[src/rtl/rsa_stream_wrapper.sv]
// -----------------------------------------------------------------------------
// rsa_stream_wrapper
//
// Avalon-MM master that streams RSA traffic between a UART-style peripheral and
// an external modular-exponentiation core. After reset it receives the modulus
// N and then the exponent d, each KEY_BITS/8 bytes with the MSB byte first.
// It then repeats the following block loop:
//   1. Receive one ciphertext block.
//   2. Pulse core_start.
//   3. Wait for core_finished.
//   4. Transmit the result, without its most significant byte.
//
// Each received or transmitted byte is gated by a poll of the status register.
//
// Optional feature (macro RSA_WRAP_KEY_RELOAD_EN):
//   Adds input i_key_reload. A pulse requests that a fresh N and d be loaded at
//   the next block boundary.
//
// Ports:
//   avm_clk, avm_rst_n  clock, asynchronous active-low reset
//   avm_address         Avalon byte address (RX / TX / status register)
//   avm_read            read request
//   avm_readdata        read data; [7:0] carries RX bytes, status bits by param
//   avm_write           write request
//   avm_writedata       write data, {24'b0, byte}
//   avm_waitrequest     slave stall; the request is held while it is high
//   core_start          one-cycle start pulse to the exponentiation core
//   core_a              ciphertext operand
//   core_d              exponent
//   core_n              modulus
//   core_result         a^d mod n, valid with core_finished
//   core_finished       result-valid pulse from the core
//   i_key_reload        key reload request (only with RSA_WRAP_KEY_RELOAD_EN)
//   o_busy              high while waiting for the core
// -----------------------------------------------------------------------------
module rsa_stream_wrapper #(
  parameter int KEY_BITS  = 256,
  parameter int RX_ADDR   = 0,
  parameter int TX_ADDR   = 4,
  parameter int STAT_ADDR = 8,
  parameter int RX_OK_BIT = 7,
  parameter int TX_OK_BIT = 6
) (
  input  logic                avm_clk,
  input  logic                avm_rst_n,
  output logic [4:0]          avm_address,
  output logic                avm_read,
  input  logic [31:0]         avm_readdata,
  output logic                avm_write,
  output logic [31:0]         avm_writedata,
  input  logic                avm_waitrequest,
  output logic                core_start,
  output logic [KEY_BITS-1:0] core_a,
  output logic [KEY_BITS-1:0] core_d,
  output logic [KEY_BITS-1:0] core_n,
  input  logic [KEY_BITS-1:0] core_result,
  input  logic                core_finished,
`ifdef RSA_WRAP_KEY_RELOAD_EN
  input  logic                i_key_reload,
`endif
  output logic                o_busy
);

  localparam int NB = KEY_BITS / 8;
  localparam int CW = $clog2(NB + 1);

  localparam logic [CW-1:0] NB_C    = CW'(NB);
  localparam logic [CW-1:0] NB_M1_C = CW'(NB - 1);
  localparam logic [4:0]    RX_A    = 5'(RX_ADDR);
  localparam logic [4:0]    TX_A    = 5'(TX_ADDR);
  localparam logic [4:0]    STAT_A  = 5'(STAT_ADDR);

  typedef enum logic [2:0] {
    S_POLL_RX,
    S_READ_RX,
    S_CALC,
    S_POLL_TX,
    S_WRITE_TX
  } state_e;

  typedef enum logic [1:0] {
    PH_KEY_N,
    PH_KEY_D,
    PH_DATA
  } phase_e;

  state_e              state_q, state_d;
  phase_e              phase_q, phase_d;
  logic [CW-1:0]       cnt_q, cnt_d;
  logic [4:0]          addr_q, addr_d;
  logic                read_q, read_d;
  logic                write_q, write_d;
  logic [31:0]         wdata_q, wdata_d;
  logic                start_q, start_d;
  logic                busy_q, busy_d;
  logic [KEY_BITS-1:0] key_n_q, key_n_d;
  logic [KEY_BITS-1:0] key_d_q, key_d_d;
  logic [KEY_BITS-1:0] data_a_q, data_a_d;
  logic [KEY_BITS-1:0] out_q, out_d;

  logic                xfer_done;
  logic [CW-1:0]       cnt_inc;
  logic [7:0]          rx_byte;

`ifdef RSA_WRAP_KEY_RELOAD_EN
  logic reload_q, reload_d;
  logic reload_pend;

  // A request arriving in the same cycle as a block boundary is honoured at once.
  assign reload_pend = reload_q | i_key_reload;
`endif

  // Only the RX byte and the two status flags of the read data are consumed.
  logic unused_rdata;
  assign unused_rdata = ^avm_readdata;

  assign xfer_done = (read_q | write_q) & ~avm_waitrequest;
  assign cnt_inc   = cnt_q + CW'(1);
  assign rx_byte   = avm_readdata[7:0];

  // ---------------------------------------------------------------------------
  // Next-state and registered-output logic
  // ---------------------------------------------------------------------------
  always_comb begin
    // NOTE: every variable gets a default before any branch, so no path can
    // leave one unassigned and infer a latch.
    state_d  = state_q;
    phase_d  = phase_q;
    cnt_d    = cnt_q;
    addr_d   = addr_q;
    read_d   = read_q;
    write_d  = write_q;
    wdata_d  = wdata_q;
    start_d  = 1'b0;
    key_n_d  = key_n_q;
    key_d_d  = key_d_q;
    data_a_d = data_a_q;
    out_d    = out_q;
`ifdef RSA_WRAP_KEY_RELOAD_EN
    reload_d = reload_pend;
`endif

    unique case (state_q)
      S_POLL_RX: begin
`ifdef RSA_WRAP_KEY_RELOAD_EN
        // Idle between blocks: a pending reload restarts the key load right away.
        if (reload_pend && phase_q == PH_DATA && cnt_q == '0) begin
          phase_d  = PH_KEY_N;
          reload_d = 1'b0;
        end
`endif
        if (xfer_done && avm_readdata[RX_OK_BIT]) begin
          state_d = S_READ_RX;
          addr_d  = RX_A;
        end
      end

      S_READ_RX: begin
        if (xfer_done) begin
          // Operands arrive MSB byte first, so each byte shifts in from the right.
          unique case (phase_q)
            PH_KEY_N: key_n_d  = {key_n_q[KEY_BITS-9:0], rx_byte};
            PH_KEY_D: key_d_d  = {key_d_q[KEY_BITS-9:0], rx_byte};
            default:  data_a_d = {data_a_q[KEY_BITS-9:0], rx_byte};
          endcase

          if (cnt_inc == NB_C) begin
            cnt_d = '0;
            unique case (phase_q)
              PH_KEY_N: phase_d = PH_KEY_D;
              default:  phase_d = PH_DATA;
            endcase
            if (phase_q == PH_DATA) begin
              state_d = S_CALC;
              read_d  = 1'b0;
              start_d = 1'b1;
            end else begin
              state_d = S_POLL_RX;
              addr_d  = STAT_A;
            end
          end else begin
            cnt_d   = cnt_inc;
            state_d = S_POLL_RX;
            addr_d  = STAT_A;
          end
        end
      end

      S_CALC: begin
        // core_finished is only meaningful here; elsewhere it is ignored.
        if (core_finished) begin
          out_d   = core_result;
          state_d = S_POLL_TX;
          read_d  = 1'b1;
          addr_d  = STAT_A;
        end
      end

      S_POLL_TX: begin
        if (xfer_done && avm_readdata[TX_OK_BIT]) begin
          state_d = S_WRITE_TX;
          read_d  = 1'b0;
          write_d = 1'b1;
          addr_d  = TX_A;
          // The MSB byte of the result is never sent, so send the next one down.
          wdata_d = {24'b0, out_q[KEY_BITS-9 -: 8]};
        end
      end

      S_WRITE_TX: begin
        if (xfer_done) begin
          out_d   = out_q << 8;
          write_d = 1'b0;
          wdata_d = '0;
          read_d  = 1'b1;
          addr_d  = STAT_A;
          if (cnt_inc == NB_M1_C) begin
            cnt_d   = '0;
            phase_d = PH_DATA;
            state_d = S_POLL_RX;
`ifdef RSA_WRAP_KEY_RELOAD_EN
            if (reload_pend) begin
              phase_d  = PH_KEY_N;
              reload_d = 1'b0;
            end
`endif
          end else begin
            cnt_d   = cnt_inc;
            state_d = S_POLL_TX;
          end
        end
      end

      default: begin
        state_d = S_POLL_RX;
        read_d  = 1'b1;
        write_d = 1'b0;
        addr_d  = STAT_A;
      end
    endcase

    busy_d = (state_d == S_CALC);
  end

  // ---------------------------------------------------------------------------
  // State registers
  // ---------------------------------------------------------------------------
  // NOTE: sequential state is updated with non-blocking assignments only. All
  // registers then sample the values they held before the edge, whatever order
  // they are written in.
  always_ff @(posedge avm_clk or negedge avm_rst_n) begin
    if (!avm_rst_n) begin
      state_q  <= S_POLL_RX;
      phase_q  <= PH_KEY_N;
      cnt_q    <= '0;
      addr_q   <= STAT_A;
      read_q   <= 1'b1;
      write_q  <= 1'b0;
      wdata_q  <= '0;
      start_q  <= 1'b0;
      busy_q   <= 1'b0;
      // NOTE: the operand registers are cleared on reset on purpose. A reset
      // mid-operation must discard the key so that it cannot be reused.
      key_n_q  <= '0;
      key_d_q  <= '0;
      data_a_q <= '0;
      out_q    <= '0;
`ifdef RSA_WRAP_KEY_RELOAD_EN
      reload_q <= 1'b0;
`endif
    end else begin
      state_q  <= state_d;
      phase_q  <= phase_d;
      cnt_q    <= cnt_d;
      addr_q   <= addr_d;
      read_q   <= read_d;
      write_q  <= write_d;
      wdata_q  <= wdata_d;
      start_q  <= start_d;
      busy_q   <= busy_d;
      key_n_q  <= key_n_d;
      key_d_q  <= key_d_d;
      data_a_q <= data_a_d;
      out_q    <= out_d;
`ifdef RSA_WRAP_KEY_RELOAD_EN
      reload_q <= reload_d;
`endif
    end
  end

  assign avm_address   = addr_q;
  assign avm_read      = read_q;
  assign avm_write     = write_q;
  assign avm_writedata = wdata_q;
  assign core_start    = start_q;
  assign core_a        = data_a_q;
  assign core_d        = key_d_q;
  assign core_n        = key_n_q;
  assign o_busy        = busy_q;

endmodule
[config.mk]
export PLATFORM = sky130hd
export DESIGN_NAME = rsa_stream_wrapper
export DESIGN_NICKNAME = d
export VERILOG_FILES = /design/src/rtl/rsa_stream_wrapper.sv
export SDC_FILE = /design/constraint.sdc
export NUM_CORES = 1
export LEC_CHECK = 0
export ABC_AREA = 0
export CORE_AREA = 2 2 429 431
export DETAILED_ROUTE_END_ITERATION = 10
export DIE_AREA = 0 0 431 433
export GPL_TIMING_DRIVEN = 0
export SYNTH_ARGS = -nofsm -noshare
export SYNTH_HDL_FRONTEND = slang
export SYNTH_SLANG_ARGS = --single-unit
[constraint.sdc]
create_clock -name avm_clk -period 1.93 [get_ports avm_clk]
set_input_delay 0.386 -clock avm_clk [delete_from_list [all_inputs] [get_ports avm_clk]]
set_output_delay 0.386 -clock avm_clk [all_outputs]
set_load 0.005 [all_outputs]
==> results of run 1 <==
==> registers in the layout, indices dropped and copies added (netlist names) <==
register and count:
o_busy 1, core_a 256, avm_write 1, core_n 256, phase_q 2, avm_read 1, cnt_q 6, core_start 1
core_d 256, avm_address 2, avm_writedata 8, out_q 248, state_q 3
==> critical path, delay by kind of cell (launching register included) <==
kind	cells	cell delay, ns
buffers and inverters	6	0.85
flip-flops	1	0.40
multiplexers	1	0.30
AND/OR/NAND/NOR	3	0.49
==> power groups by stage <==
| stage | sequential, mW | clock [mW] | combinational [mW] |
|---|---|---|---|
| floorplan | 27.7 | 0 | 5.60 |
| global placement | 28.8 | 0 | 10.7 |
| detailed placement | 28.7 | 0 | 11.2 |
| CTS | 28.4 | 24.9 | 11.2 |
| global route | 29.0 | 25.8 | 15.7 |
| finish | 28.5 | 24.2 | 14.6 |
==> logic make-up after synthesis <==
kind of cell / share of synthesized area (%)
flip-flops: 62.68
buffers and inverters: 3.519
XOR/XNOR: 0.08430
AO/OA/AOI/OAI: 3.636
adder cells (fa/ha/maj): 0.06020
other: 0.009022
AND/OR/NAND/NOR: 3.227
multiplexers: 26.78
==> cell usage after synthesis (all sizes together), types with 3 or more instances <==
cell / number
o22ai: 3
a21o: 3
o31ai: 3
nor2b: 4
clkbuf: 35
nor3: 4
a21oi: 7
xnor2: 3
nand2: 287
nand2b: 7
inv: 7
o21ai: 263
mux2i: 241
nor2: 16
dfrtp: 1039
mux2: 768
buf: 165
a31oi: 3
==> timing repair <==
| action | 4_1_cts | 5_1_grt |
|---|---|---|
| buffers inserted | 10 | 37 |
| resized for setup | 211 | 621 |
| setup endpoints to repair | 1983 | 1967 |
| cloned | 1 | 30 |
| hold endpoints to repair | 87 | 87 |
| pin swaps | 2 | 4 |
==> final cells by class <==
class	count	area [um2]
clock buffers	174	3527
fillers	17770	119400
repair buffers	1125	11980
clock inverters	50	719.4
inverters	7	26.28
flip-flops and latches	1041	26120
plain buffers	200	2253
well taps	2385	2984
multi-input cells	1666	15080
diodes	8	20.02
==> per-layer routing <==
metal | vias to the layer above | GRT usage, % | share of wire, % | wire length, um
met1 | 14570 | 16.72 | 36 | 56390
li1 | 12670 | - | - | -
met4 | 32 | 6.805 | 4.3 | 6633
met2 | 860 | 28.57 | 53 | 82150
met3 | 257 | 4.492 | 6.7 | 10490
met5 | - | 0 | 0.13 | 202
==> worst paths after layout <==
| kind | from | endpoint | depth (start not counted) |
|---|---|---|---|
| max in group asynchronous | avm_rst_n | core_a[228]$_DFFE_PN0P_ | 3 |
| worst min-delay path | avm_rst_n | core_n[74]$_DFFE_PN0P_ | 1 |
| worst max register to register | state_q[1]$_DFF_PN0_ | core_n[253]$_DFFE_PN0P_ | 10 |
| worst max-delay path | state_q[1]$_DFF_PN0_ | core_n[253]$_DFFE_PN0P_ | 10 |
| worst min register to register | avm_address[3]$_DFFE_PN1P_ | avm_address[3]$_DFFE_PN1P_ | 2 |
| min in group avm_clk | core_result[7] | out_q[7]$_DFFE_PN0P_ | 3 |
==> through the flow <==
stage                     TNS [ns]  cells  cell area, um2  hold WS (ns)
after floorplan                  0   2914           41660       0.09041
after global placement           -   6340           55070        0.4635
after detailed placement  -1366.54   6346           55250        0.3515
after CTS                  -452.37   6581           59840       -0.5445
after global routing       -288.68   6651           62700       -0.4765
final                      -166.90   6656           62710       -0.4978
==> impl_metrics.yaml, run 1 <==
yosys:
  synth.area.top_cells: "dfrtp_1 (63%), mux2_2 (15%), mux2i_1 (5.8%)"
  yosysTopAreaCellShare_pct: 62.55
  synth.distinct_cells: 50
  ys_seq_area_share_pct: 62.68
  ys.flop_type: "dfrtp_1"
  synthCells: 2888
  avgSynthCellArea_um2: 14.39
  async_flop_share_pct: 100.0
  synth_area_mm2: 0.04156
  yosysWarnings: 0
  synth_edf_count: 0
  yosys.area.top_type: "dfrtp_1"
  ys_seq_elements: 1041
clock_network:
  clock_latency_ns: 0.78
  cts_inserted_buffers: 120
  root_buffer: "clkbuf_16"
  cts_sinks: 1041
  clk_pin_slew_ns: 0.06
  htree_levels: 3
  cts_tree: "yes"
  clock_path_buffers: 3
critical_path:
  crit_arrival_ns: 2.82
  crit_top_cell: "buf_12"
  endpoint_kind: "flop"
  slowest_stage: "dfrtp_1"
  critPathKind: "reg -> reg"
  cp-start-kind: "flop"
  r2r_slack_ns: -0.24
  worst-endpoint-required_ns: 2.57
  crit_path_max_fanout: 8
  max_stage_delay_ns: 0.40
  path_cells: "buf_6 -> nor3b_4 -> nand2_2 -> nor3_4 -> buf_12 -> buf_12 -> buf_12 -> buf_4 -> buf_12 -> mux2_4"
detailed_routing:
  drtIter0Drc: 1332
  antenna_left: 0
  wirelength_mm: 155.9
  avgViaCountPerCell: 4.265
  route.detailed.drc: 0
  dr.pass1.iters: 5
  dr_total_vias: 28390
  wl_per_cell_um: 23.42
floorplan:
  core-area_mm2: 0.1821
  fp.dieH_um: 433
  start_util_pct: 22.82
  num_io_pins: 1101
  placementRows: 157
  die_w_um: 431
  die_area_mm2: 0.1866
grt:
  grtUsageTotal_pct: 15.66
  grt_max_degree: 166
  overflow: 0
  antenna_found_initial: 25
  grt_pass1_wl_mm: 213.0
  grt_pass1_vias: 29080
pwr:
  internal-power_mw: 48.36
  leakage_nw: 30.15
  power_frac_comb_pct: 21.6
  ir_drop_mv: 0.8346
  seqPwrFrac_pct: 42.4
  pwr_density_cell_mw_per_mm2: 1074
  fin_total_pwr_mw: 67.33
  p_sw_share_pct: 28.18
  power_switching_mw: 18.97
  p_clk_share_pct: 36.0
status:
  violations: "hold timing, setup timing"
  outcome: "complete, but fails checks"
sta:
  fin_crit_sh_pct: 112.7
  whs_ns: -0.4978
  finalCriticalPeriod_ns: 2.175
  clock.fmax_ghz: 0.4598
  setup_viol: 1297
  worst_slack_ns: -0.2448
  worst_pin_slew_ns: 0.9820
  maxSlewHeadroom_pct: 34.53
  rsz0062_at_grt: "yes"
  fin_skew_ns: 0.03258
  final-max-slew-violation-count: 0
  hold_violations: 97
place:
  numPortBuffers: 1041
  gp_congestion: 0.8511
  dp_slack_ns: -1.272
  hpwl_mm: 118.0
worst_hold_path:
  hp-class: "in -> async"
layout:
  final_common_cell: "dfrtp_1"
  nNetsFinal: 4455
  drive_gt1_share_pct: 27.12
  utilization_pct: 34.44
  layout_common_cells: "dfrtp_1 (988), clkdlybuf4s50_1 (898), mux2_2 (354)"
  syn_to_final_growth_pct: 50.89
job:
  max_cap_viol_count: 0
No activity file was read; power rests on OpenSTA's default activity.
==> run 2: changes to the inputs <==
--- a/config.mk
+++ b/config.mk
@@ -5,10 +5,10 @@
 export SDC_FILE = /design/constraint.sdc
 export NUM_CORES = 1
 export LEC_CHECK = 0
-export ABC_AREA = 0
-export CORE_AREA = 2 2 429 431
+export ABC_AREA = 1
+export CORE_AREA = 2 2 427 429
 export DETAILED_ROUTE_END_ITERATION = 10
-export DIE_AREA = 0 0 431 433
+export DIE_AREA = 0 0 429 431
 export GPL_TIMING_DRIVEN = 0
 export SYNTH_ARGS = -nofsm -noshare
 export SYNTH_HDL_FRONTEND = slang
==> constraint.sdc (replaced) <==
create_clock -name avm_clk -period 1.9 [get_ports avm_clk]
set_input_delay 0.38 -clock avm_clk [delete_from_list [all_inputs] [get_ports avm_clk]]
set_output_delay 0.38 -clock avm_clk [all_outputs]
set_load 0.005 [all_outputs]
==> run 2 against run 1 <==
Against the previous run: the run still ends with hold timing, setup timing left; wire length is 20% higher; largest cell class unchanged; core utilization grew 3.2 points; largest power group unchanged; total power is 9.8% higher; sequential power grew 7.4%; critical path type unchanged; synthesized cell count rose by 51%; register-to-register slack gained 0.07 ns; sequential cell count did not move; fmax grew 5.0%; final area up 8.2%; clock power is 3% lower.
==> impl_metrics.yaml, run 2 <==
yosys:
  synth_area_mm2: 0.04125
  synth.distinct_cells: 25
  synthCells: 4349
  avgSynthCellArea_um2: 9.485
  async_flop_share_pct: 100.0
  synth_edf_count: 0
  ys_seq_area_share_pct: 63.16
  synth.area.top_cells: "dfrtp_1 (63%), nand2_1 (6.1%), inv_1 (5.8%)"
  yosysTopAreaCellShare_pct: 63.03
  ys_seq_elements: 1041
  yosysMostFrequentCell: "dfrtp_1"
  synth_common_cells: "dfrtp_1 (1039), nand2_1 (671), inv_1 (632)"
  yosysWarnings: 0
  yosys.area.top_type: "dfrtp_1"
  ys.flop_type: "dfrtp_1"
clock_network:
  root_buffer: "clkbuf_16"
  htree_levels: 3
  cts_sinks: 1041
  cts_inserted_buffers: 117
  clock_latency_ns: 0.78
  clk_pin_slew_ns: 0.06
  clock_path_buffers: 3
  cts_tree: "yes"
place:
  dpl-instance-area_mm2: 0.05493
  gp_congestion: 0.9559
  numPortBuffers: 1041
  hpwl_mm: 131.2
floorplan:
  core-area_mm2: 0.1802
  placementRows: 156
  fp.dieH_um: 431
  num_io_pins: 1101
  die_w_um: 429
  die_area_mm2: 0.1849
  start_util_pct: 22.90
sta:
  worst_slack_ns: -0.1720
  whs_ns: -0.1290
  rsz0062_at_grt: "yes"
  setup_viol: 622
  final-max-slew-violation-count: 0
  fin_skew_ns: 0.06690
  clock.fmax_ghz: 0.4826
  finalCriticalPeriod_ns: 2.072
  hold_violations: 235
  worst_pin_slew_ns: 0.9727
  maxSlewHeadroom_pct: 35.15
  fin_crit_sh_pct: 109.1
grt:
  overflow: 0
  grt_pass1_wl_mm: 251.1
  grt_pass1_vias: 36920
  grt_max_degree: 150
  antenna_found_initial: 27
  grtUsageTotal_pct: 18.28
critical_path:
  path_cells: "nor2_4 -> nor2_4 -> buf_12 -> nand4_1 -> buf_6 -> buf_12 -> clkbuf_16 -> clkbuf_16 -> nor2_4 -> a21oi_2"
  worst-endpoint-required_ns: 2.54
  crit_top_cell: "nor2_4"
  slowest_stage: "dfstp_2"
  r2r_slack_ns: -0.17
  r2r_start: "avm_read$_DFFE_PN1P_"
  endpoint_kind: "flop"
  cp-start-kind: "flop"
  r2r-end: "core_d[117]$_DFFE_PN0P_"
  crit_arrival_ns: 2.71
  reg2reg_depth: 10
  critPathKind: "reg -> reg"
  crit_path_max_fanout: 7
  max_stage_delay_ns: 0.57
detailed_routing:
  antenna_left: 0
  route.detailed.drc: 0
  avgViaCountPerCell: 4.543
  dr_total_vias: 38130
  dr.pass1.iters: 5
  drtIter0Drc: 2637
  wirelength_mm: 186.8
  wl_per_cell_um: 22.26
layout:
  syn_to_final_growth_pct: 64.58
  drive_gt1_share_pct: 26.15
  final_common_cell: "dfrtp_1"
  stdcell_area_mm2: 0.06789
  layout_common_cells: "dfrtp_1 (997), inv_1 (632), nand2_1 (606)"
  nNetsFinal: 6213
job:
  max_cap_viol_count: 0
pwr:
  ir_drop_mv: 0.7827
  leakage_nw: 34.05
  pwr_density_cell_mw_per_mm2: 1089
status:
  outcome: "complete, but fails checks"
  violations: "hold timing, setup timing"
worst_hold_path:
  hp-class: "in -> async"
## run 2: how the worst max path moves through the flow
stage / end / from
2_1_floorplan: out_q[100]$_DFFE_PN0P_ / avm_read$_DFFE_PN1P_
3_3_place_gp: core_a[64]$_DFFE_PN0P_ / avm_rst_n
3_5_place_dp: core_d[247]$_DFFE_PN0P_ / avm_waitrequest
4_1_cts: core_d[117]$_DFFE_PN0P_ / avm_read$_DFFE_PN1P_
5_1_grt: core_d[117]$_DFFE_PN0P_ / avm_read$_DFFE_PN1P_
6_report: core_d[117]$_DFFE_PN0P_ / avm_read$_DFFE_PN1P_
## run 2: kinds of logic (layout without fill, tap and decap cells)
group	after synthesis	in the layout	synth area share (%)
compound gates	1257	1257	16.71
simple gates	1085	1085	10.04
flops	1041	1041	63.16
buf+inv	939	2576	9.358
mux	24	24	0.6552
fa+ha+maj	2	2	0.06066
other cells	1	38	0.009091
## run 2: layer usage
metal	part of all wire [%]	up-vias	global-route usage, %
met2	51	1512	32.13
met1	36	18960	20.03
met3	7.2	447	5.029
met5	0.11	-	0
met4	6.0	30	9.714
li1	-	17180	-
## run 2: worst max-delay path: cells and delay by family, from the launching register on
kind,cells,cell delay (ns)
compound gates,1,0.05
flops,1,0.57
buf+inv,5,0.77
simple gates,4,0.50
## run 2: repair_timing
item	CTS	global route
gates cloned	19	80
endpoints found under the hold margin	311	311
pin swaps	11	49
setup buffers	161	126
gates resized for setup	1140	1880
setup endpoints to repair	1974	1941
## run 2: layout make-up
class	instances	area (um2)
clock buffers	173	3428
inverters	639	2407
clock inverters	39	570.5
fillers	17640	112300
multi-input cells	2395	13780
flip-flops and latches	1041	26110
diodes	11	27.53
well taps	2370	2965
repair buffers	1433	15240
plain buffers	292	3357
## run 2: stage by stage
stage               power, mW  setup slack, ns  utilization (%)  TNS [ns]  instances
floorplan               37.59          0.03105                -         0       4375
global placement        48.18           -47.56            30.38         -       7786
detailed placement      48.64           -2.300            30.49  -1685.50       7793
CTS                     72.44          -0.2387            34.03   -134.31       8184
global route            77.63          -0.2225            37.68    -88.97       8388
finish                  73.92          -0.1720            37.68    -34.13       8393
## run 2: power breakdown
group / internal, mW / leakage, nW / switching, mW / total [mW]
logic: 9.19 / 19.9 / 10.6 / 19.8
registers: 27.6 / 12.2 / 2.99 / 30.6
clock network: 13.6 / 1.95 / 9.88 / 23.5
